`src/rtl/uart_rx.sv`:
```
// UART receiver: 2-flop synchronised line, runtime baud divisor, parity, 1/2 stop bits, break.
// Define UART_RX_MAJORITY_EN to take each bit as the 2-of-3 vote of samples at count-1/0/+1.
module uart_rx (
  input  logic        clk,
  input  logic        rst,
  input  logic        i_rx,
  input  logic        i_rx_en,
  input  logic [15:0] i_baudrate,
  input  logic [1:0]  i_parity_mode,
  input  logic        i_frame_mode,
  output logic [7:0]  o_data,
  output logic        o_data_valid,
  input  logic        i_ready,
  output logic        o_rx_state,
  output logic        o_rx_break,
  output logic        o_parity_err,
  output logic        o_frame_err,
  output logic        o_overrun
);

  typedef enum logic [2:0] {StIdle, StStart, StData, StParity, StStop, StBrk} state_e;

  state_e      state_q, state_d;
  logic        rx_meta_q, rx_sync_q, rx_prev_q;
  logic [15:0] cnt_q, cnt_d, n_q, n_d;
  logic [15:0] target, sample_at, cnt_reload;
  logic [2:0]  bit_idx_q, bit_idx_d;
  logic [7:0]  shift_q, shift_d, data_q, data_d;
  logic [1:0]  par_mode_q, par_mode_d;
  logic        two_stop_q, two_stop_d, par_bit_q, par_bit_d;
  logic        stop_idx_q, stop_idx_d, stop_err_q, stop_err_d;
  logic        valid_q, valid_d, rx_state_q;
  logic        brk_q, brk_d, perr_q, perr_d, ferr_q, ferr_d, ovr_q, ovr_d;
  logic        tick, bit_val, has_par, complete, frame_bad;

  // Start bit is judged at mid-bit; every later bit one full period after the previous.
  assign target  = (state_q == StStart) ? ({1'b0, n_q[15:1]} - 16'd1) : (n_q - 16'd1);
  assign has_par = par_mode_q[0] ^ par_mode_q[1];

`ifdef UART_RX_MAJORITY_EN
  logic s_early_q, s_mid_q;

  always_ff @(posedge clk) begin
    if (rst) begin
      s_early_q <= 1'b1;
      s_mid_q   <= 1'b1;
    end else begin
      if (cnt_q == target - 16'd1) s_early_q <= rx_sync_q;
      if (cnt_q == target)         s_mid_q   <= rx_sync_q;
    end
  end

  // Decision lands one clock after nominal, so the counter restarts at 1 to keep the pitch.
  assign sample_at  = target + 16'd1;
  assign cnt_reload = 16'd1;
  assign bit_val    = (s_early_q & s_mid_q) | (s_early_q & rx_sync_q) | (s_mid_q & rx_sync_q);
`else
  assign sample_at  = target;
  assign cnt_reload = 16'd0;
  assign bit_val    = rx_sync_q;
`endif

  assign tick = (cnt_q == sample_at);

  always_comb begin
    state_d    = state_q;
    cnt_d      = cnt_q + 16'd1;
    n_d        = n_q;
    bit_idx_d  = bit_idx_q;
    shift_d    = shift_q;
    par_mode_d = par_mode_q;
    two_stop_d = two_stop_q;
    par_bit_d  = par_bit_q;
    stop_idx_d = stop_idx_q;
    stop_err_d = stop_err_q;
    data_d     = data_q;
    valid_d    = valid_q & ~i_ready;
    brk_d      = 1'b0;
    perr_d     = 1'b0;
    ferr_d     = 1'b0;
    ovr_d      = 1'b0;
    complete   = 1'b0;
    frame_bad  = 1'b0;

    if (!i_rx_en) begin
      state_d = StIdle;
      cnt_d   = 16'd0;
    end else begin
      unique case (state_q)
        StIdle: begin
          cnt_d = 16'd0;
          if (rx_prev_q && !rx_sync_q) begin
            state_d    = StStart;
            bit_idx_d  = 3'd0;
            n_d        = (i_baudrate < 16'd4) ? 16'd4 : i_baudrate;
            par_mode_d = i_parity_mode;
            two_stop_d = i_frame_mode;
            par_bit_d  = 1'b0;
            stop_idx_d = 1'b0;
            stop_err_d = 1'b0;
          end
        end
        StStart: begin
          if (tick) begin
            cnt_d   = cnt_reload;
            state_d = bit_val ? StIdle : StData;
          end
        end
        StData: begin
          if (tick) begin
            cnt_d     = cnt_reload;
            shift_d   = {bit_val, shift_q[7:1]};
            bit_idx_d = bit_idx_q + 3'd1;
            if (bit_idx_q == 3'd7) state_d = has_par ? StParity : StStop;
          end
        end
        StParity: begin
          if (tick) begin
            cnt_d     = cnt_reload;
            par_bit_d = bit_val;
            state_d   = StStop;
          end
        end
        StStop: begin
          if (tick) begin
            cnt_d = cnt_reload;
            if (!stop_idx_q) begin
              if (!bit_val && shift_q == 8'h00 && !par_bit_q) begin
                brk_d   = 1'b1;
                state_d = StBrk;
              end else if (two_stop_q) begin
                stop_idx_d = 1'b1;
                stop_err_d = ~bit_val;
              end else begin
                complete  = 1'b1;
                frame_bad = ~bit_val;
              end
            end else begin
              complete  = 1'b1;
              frame_bad = stop_err_q | ~bit_val;
            end
          end
        end
        StBrk: begin
          cnt_d = 16'd0;
          if (rx_sync_q) state_d = StIdle;
        end
        default: state_d = StIdle;
      endcase
    end

    if (complete) begin
      state_d = StIdle;
      ferr_d  = frame_bad;
      perr_d  = has_par & ((^{shift_q, par_bit_q}) != (par_mode_q == 2'b01));
      if (valid_q && !i_ready) begin
        ovr_d = 1'b1;
      end else begin
        data_d  = shift_q;
        valid_d = 1'b1;
      end
    end
  end

  always_ff @(posedge clk) begin
    if (rst) begin
      rx_meta_q  <= 1'b1;
      rx_sync_q  <= 1'b1;
      rx_prev_q  <= 1'b1;
      state_q    <= StIdle;
      cnt_q      <= 16'd0;
      n_q        <= 16'd4;
      bit_idx_q  <= 3'd0;
      shift_q    <= 8'h00;
      par_mode_q <= 2'b00;
      two_stop_q <= 1'b0;
      par_bit_q  <= 1'b0;
      stop_idx_q <= 1'b0;
      stop_err_q <= 1'b0;
      data_q     <= 8'h00;
      valid_q    <= 1'b0;
      rx_state_q <= 1'b0;
      brk_q      <= 1'b0;
      perr_q     <= 1'b0;
      ferr_q     <= 1'b0;
      ovr_q      <= 1'b0;
    end else begin
      rx_meta_q  <= i_rx;
      rx_sync_q  <= rx_meta_q;
      rx_prev_q  <= rx_sync_q;
      state_q    <= state_d;
      cnt_q      <= cnt_d;
      n_q        <= n_d;
      bit_idx_q  <= bit_idx_d;
      shift_q    <= shift_d;
      par_mode_q <= par_mode_d;
      two_stop_q <= two_stop_d;
      par_bit_q  <= par_bit_d;
      stop_idx_q <= stop_idx_d;
      stop_err_q <= stop_err_d;
      data_q     <= data_d;
      valid_q    <= valid_d;
      rx_state_q <= i_rx_en;
      brk_q      <= brk_d;
      perr_q     <= perr_d;
      ferr_q     <= ferr_d;
      ovr_q      <= ovr_d;
    end
  end

  assign o_data       = data_q;
  assign o_data_valid = valid_q;
  assign o_rx_state   = rx_state_q;
  assign o_rx_break   = brk_q;
  assign o_parity_err = perr_q;
  assign o_frame_err  = ferr_q;
  assign o_overrun    = ovr_q;

endmodule

```
`config.mk`:
```
export PLATFORM = sky130hd
export DESIGN_NAME = uart_rx
export DESIGN_NICKNAME = d
export VERILOG_FILES = /design/src/rtl/uart_rx.sv
export SDC_FILE = /design/constraint.sdc
export NUM_CORES = 1
export LEC_CHECK = 0
export CAP_MARGIN = 20
export CELL_PAD_IN_SITES_DETAIL_PLACEMENT = 0
export CELL_PAD_IN_SITES_GLOBAL_PLACEMENT = 1
export CORE_AREA = 2 2 104 106
export CTS_BUF_LIST = sky130_fd_sc_hd__clkbuf_8
export DETAILED_ROUTE_END_ITERATION = 12
export DIE_AREA = 0 0 106 108
export PLACE_DENSITY_LB_ADDON = 0.1
export SLEW_MARGIN = 20
export SYNTH_ARGS = -nofsm -noshare
export SYNTH_HDL_FRONTEND = slang
export SYNTH_SLANG_ARGS = --single-unit
```
`constraint.sdc`:
```
create_clock -name clk -period 4.2 [get_ports clk]
set_input_delay 0.42 -clock clk [delete_from_list [all_inputs] [get_ports clk]]
set_output_delay 0.42 -clock clk [all_outputs]
set_load 0.05 [all_outputs]
```
; After elaboration in Yosys (flattened, before gate mapping)
; Index checks and enable logic that the tools add are counted.
[op_classes]
n_mux = 45
add_sub_neg = 4
n_eq_ne = 20
order_cmp = 1
bitwise_logic = 11
reduce_logical = 28
[op_table]
columns = operator, n
row1 = $mux W16, 3
row2 = $mux W3, 12
row3 = $pmux W16 S2, 1
row4 = $mux W1, 23
row5 = $ne A2 B2 Y1 const B, 11
row6 = $pmux W3 S6, 1
row7 = $add A16 B1 Y16 const B, 1
row8 = $eq A16 B16 Y1, 1
row9 = $lt A16 B3 Y1 const B, 1
row10 = $sub A15 B1 Y16 const B, 1
row11 = $sub A16 B1 Y16 const B, 1
row12 = $reduce_and A4 Y1, 3
row13 = $reduce_or A5 Y1, 2
row14 = $eq A3 B3 Y1 const B, 3
row15 = $reduce_and A9 Y1, 1
row16 = $reduce_xor A9 Y1, 1
row17 = $logic_not A8 Y1, 1
row18 = $not A1 Y1, 7
row19 = $reduce_and A7 Y1, 1
row20 = $eq A3 B2 Y1 const B, 2
row21 = $pmux W1 S2, 3
row22 = $pmux W3 S2, 1
row23 = $reduce_and A3 Y1, 2
row24 = $reduce_bool A2 Y1, 3
row25 = other kinds (15), 23
[word_totals]
elab_cells = 129
out_inout_bits = 14
ff_bits = 69
input_bits = 24

; Logic depth before layout (Yosys ltp)
[depth]
depth_word = 10
depth_mapped = 17
ltp_nobuf = 12

; Worst setup path before layout
; No wires, ideal clock.
[synth_path]
kind = register -> register
start = register state_q[2]
end = register data_q[0], in the netlist o_data[0]
path_stages_with_launch = 16
arrival_ps = 4308
setup_ps = 128
required_ps = 4072
slack_ps = -236
cell_sequence = dfxtp_1 buf_6 nor3b_2 buf_2 mux2i_1 ha_1 or4b_1 xor2_1 o32ai_1 xor2_1 a211o_1 or4_4 buf_6 nor4_4 mux2i_1 nor2_1
[synth_between]
elab_chain_cells = 7
[synth_lines]
columns = item, line
row1 = "start, declared", 23  ; state_e state_q, state_d;
row2 = "start signal, assigned", 170  ; state_q <= StIdle;
row3 = "start signal, assigned", 191  ; state_q <= state_d;
row4 = $eq A3 B1 Y1, 37  ; assign target = (state_q == StStart) ? ({1'b0, n_q[15:1]} - 16'd1) : (n_q - 16'd1);
row5 = $mux W16, 37
row6 = $eq A16 B16 Y1, 63  ; assign tick = (cnt_q == sample_at);
row7 = $mux W1, 125  ; if (tick) begin
row8 = $mux W1 (*), 89  ; unique case (state_q)
row9 = $mux W1 (*), 85  ; if (!i_rx_en) begin
row10 = $reduce_and A2 Y1 (no line) (*), --
row11 = "end signal, assigned", 201  ; data_q <= data_d;
row12 = "end, declared", 28  ; logic [7:0] shift_q, shift_d, data_q, data_d;
; Every way passes the cells marked *; elsewhere a longest branch is shown, timed or not.
; A chain may end at the register's enable or synchronous reset.

; Final worst setup path
[layout_path]
start = register state_q[2]
end = register bit_idx_q[0]
[layout_between]
elab_chain_cells = 5
[layout_lines]
columns = item, line
row1 = $eq A3 B1 Y1, 37
row2 = $mux W16, 37
row3 = $eq A16 B16 Y1, 63
row4 = $ne A2 B2 Y1 (no line), --
row5 = $reduce_and A4 Y1 (no line), --
row6 = "end signal, assigned", 194  ; bit_idx_q <= bit_idx_d;
row7 = "end, declared", 27  ; logic [2:0] bit_idx_q, bit_idx_d;
; Parallel ways exist; a longest one is shown, timed or not.

==> flow_summary.yaml <==
run_status:
  status: "finished clean"
critical_path:
  cp.required_ns: 4.49
  crit_buf_inv: 1
  cpPeakStageDelay_ns: 0.56
  cp_top_family: "simple AND/OR/NAND/NOR gates"
  reg2reg_slack_ns: 0.19
  crit_chain: "nor3b_4, mux2i_2, ha_1, or4b_1, or3_1, nor3_1, and2_1, a31oi_1, or4_4, nor3_2, buf_4, mux2_2, nor2_1"
  end_kind: "flop"
  path_max_fanout: 11
  slowest_stage: "or4_4"
  startpoint_type: "flop"
  critPathKind: "reg2reg"
  arrival_ns: 4.30
routing:
  wl_per_cell_um: 15.13
  via_per_inst: 5.337
  routed_wl_mm: 9.866
  drtIter0Drc: 132
  first_pass_iters: 4
  vias: 3480
  drc: 0
  ant_nets: 0
final_layout:
  layout.nets: 540
  fillers: 1053
  insertedDiodeCount: 0
  multiInputGateArea_mm2: 0.002455
  drive_gt1_share_pct: 9.884
  syn2layout_area_growth_pct: 17.87
  postLayoutCoreUtil_pct: 46.14
  regArea_mm2: 0.001381
timing:
  finalHoldViolations: 0
  fin_setup_tns_ns: 0
  slew_violations: 0
  fin_crit_ns: 4.011
  finalSetupViolCount: 0
  timing.final.ws_setup_ns: 0.1891
  max_freq_mhz: 249.3
  rsz0062_at_grt: "no"
  slew_headroom_pct: 44.38
  worstMarginPinSlew_ns: 0.8231
  fin_crit_sh_pct: 95.50
  fin_skew_ns: 0.01151
power:
  powerDensity_mw_per_mm2: 305.4
  leakage_nw: 1.583
  peakVddDrop_mv: 0.1740
  finalPower_mw: 1.442
flow_run:
  max-cap-violations: 0
clock_tree:
  cts_htree_levels: 3
  cts_buffers: 9
  cts_tree: "done"
  hold_buffers: 0
  cts_sinks: 69
  clockBufferDepth: 2
  root_buffer: "clkbuf_8"
  clkTransAtPathRegs_ns: 0.08
  clk-insertion-delay-late_ns: 0.35
yosys:
  synthFlopType: "dfxtp_1"
  syn_area_per_cell_um2: 8.241
  synthCells: 486
  ys_warn_count: 0
  synth_nets: 515
  netlist_area_mm2: 0.004005
  synth-seq-cells: 69
  async_reset_ff_share_pct: 0
  synth_edf_count: 0
  synth_seq_area_share_pct: 34.49
  synthDistinctLibCells: 63
floorplanning:
  dieHeight_um: 108
  pin_count: 38
  core_mm2: 0.01023
  floorplan.rows: 37
  initial_core_util_pct: 39.15
  die_x_um: 106
  dieArea_mm2: 0.01145
placed_design:
  gp_congestion: 0.8826
  port_buffers: 37
  place_ws_ns: 0.1960
  post-dp-hpwl_mm: 7.100
global_routing:
  grt_pass1_vias: 3361
  overflow: 0
  grt_max_degree: 47
  grt_pass1_wl_mm: 16.60
  grt_usage_pct: 17.98
  antenna_found_initial: 0
min_path:
  hold_path.class: "reg2reg"
repair_timing:
action                                 in CTS  in global routing
setup endpoints to repair                   0                 26
setup buffers                               0                  1
resized for setup                           0                  2
endpoints found under the hold margin       0                  0
synth_stat cells (3+ instances only):
master	number	share of area [%]
clkbuf_1	24	2.2
o21ai_0	11	1.4
a31oi_1	3	0.47
mux2i_1	27	6.7
xor2_1	17	3.7
and2_1	5	0.78
ha_1	5	1.6
nor3b_1	3	0.56
or3_1	6	0.94
inv_1	6	0.56
nor4_1	11	1.7
or2_2	5	0.78
xnor2_1	28	6.1
buf_2	5	0.62
nor2_1	35	3.3
or4_4	3	0.84
dfxtp_1	69	34
a21oi_1	38	4.7
a211o_1	4	0.87
or4_1	4	0.75
buf_6	3	0.84
nor3_1	29	3.6
and3_1	8	1.2
nand2_1	57	5.3
nand2b_1	5	0.78
nor4bb_1	4	1.0
nand3_1	19	2.4
a211oi_1	3	0.56
nor2b_1	5	0.78
flip-flops by register name, indices dropped and copies added, names as in the netlist, 2 cells and up:
| register | flops |
|---|---|
| bit_idx_q | 3 |
| cnt_q | 16 |
| n_q | 16 |
| o_data | 8 |
| par_mode_q | 2 |
| shift_q | 8 |
| state_q | 3 |
cells in the final DEF (no fill, tap or decap), types with 3 or more instances in the layout:
cell type,netlist,layout
a211o_1,4,4
a211oi_1,3,3
a21oi_1,38,38
a31oi_1,3,3
and2_1,5,5
and3_1,8,8
buf_4,2,12
clkbuf_8,0,10
clkdlybuf4s50_1,0,37
dfxtp_1,69,69
ha_1,5,5
inv_1,6,6
mux2i_1,27,26
nand2_1,57,57
nand2b_1,5,5
nand3_1,19,19
nor2_1,35,35
nor2b_1,5,5
nor3_1,29,28
nor3b_1,3,3
nor4_1,11,11
nor4bb_1,4,4
o21ai_0,11,11
or2_2,5,5
or3_1,6,6
or4_1,4,4
or4_4,3,3
xnor2_1,28,28
xor2_1,17,17
metal layers:
metal  vias to the layer above  track usage, %  share of wire, %  wire, µm
li1                       1776               -                 -         -
met3                        10           2.833               2.4       236
met4                         0           5.639               1.2       114
met2                        41           31.52                49      4832
met1                      1653           22.76                47      4682
met5                         -               0                 0         0
area by class of cell:
cell class	count	area share, %
multi-input combinational	376	52.00
sequential	69	29.26
timing repair buffer	49	9.754
tap	136	3.605
clock buffer	10	2.915
clock inverter	6	1.988
inverter	6	0.4771
per-stage QoR:
stage / area (µm²) / cells / hold WS, ns
6_report: 4721 / 652 / 0.4139
5_1_grt: 4721 / 652 / 0.4483
4_1_cts: 4702 / 651 / 0.4174
3_5_place_dp: 4471 / 635 / 0.3963
3_3_place_gp: 4471 / 635 / 0.3928
2_1_floorplan: 4020 / 486 / 0.3895
kinds of logic (layout without fill, tap and decap cells):
family,count (synthesis),count (layout),share of synthesized area (%)
AND/OR/NAND/NOR,210,210,27.68
AO/OA/AOI/OAI,87,87,14.34
flip-flops,69,69,34.49
XOR/XNOR,45,45,9.841
buffers and inverters,41,71,4.779
multiplexers,29,29,7.310
adder cells (fa/ha/maj),5,5,1.562
path summary, 6_finish.rpt:
| check | start | end | depth (start not counted) |
|---|---|---|---|
| worst max register to register | state_q[2]$_SDFFE_PP0P_ | bit_idx_q[0]$_SDFFE_PP0P_ | 13 |
| worst min-delay path | rx_meta_q$_SDFF_PP1_ | bit_val$_SDFF_PP1_ | 1 |
| worst max-delay path | state_q[2]$_SDFFE_PP0P_ | bit_idx_q[0]$_SDFFE_PP0P_ | 13 |
| worst min register to register | rx_meta_q$_SDFF_PP1_ | bit_val$_SDFF_PP1_ | 1 |
worst reg2reg max path, cell delays in order, from the launching register on:
cell and delay (ns):
dfxtp_1 0.34, nor3b_4 0.29, mux2i_2 0.30, ha_1 0.25, or4b_1 0.50, or3_1 0.34
nor3_1 0.21, and2_1 0.17, a31oi_1 0.10, or4_4 0.56, nor3_2 0.20, buf_4 0.25
mux2_2 0.36, nor2_1 0.07
power by group:
part           internal [mW]  switching (mW)  leakage, nW
clock                  0.356           0.273        0.113
combinational         0.0665          0.0774        0.912
sequential             0.660         0.00896        0.557
(Power assumes the default switching activity.)
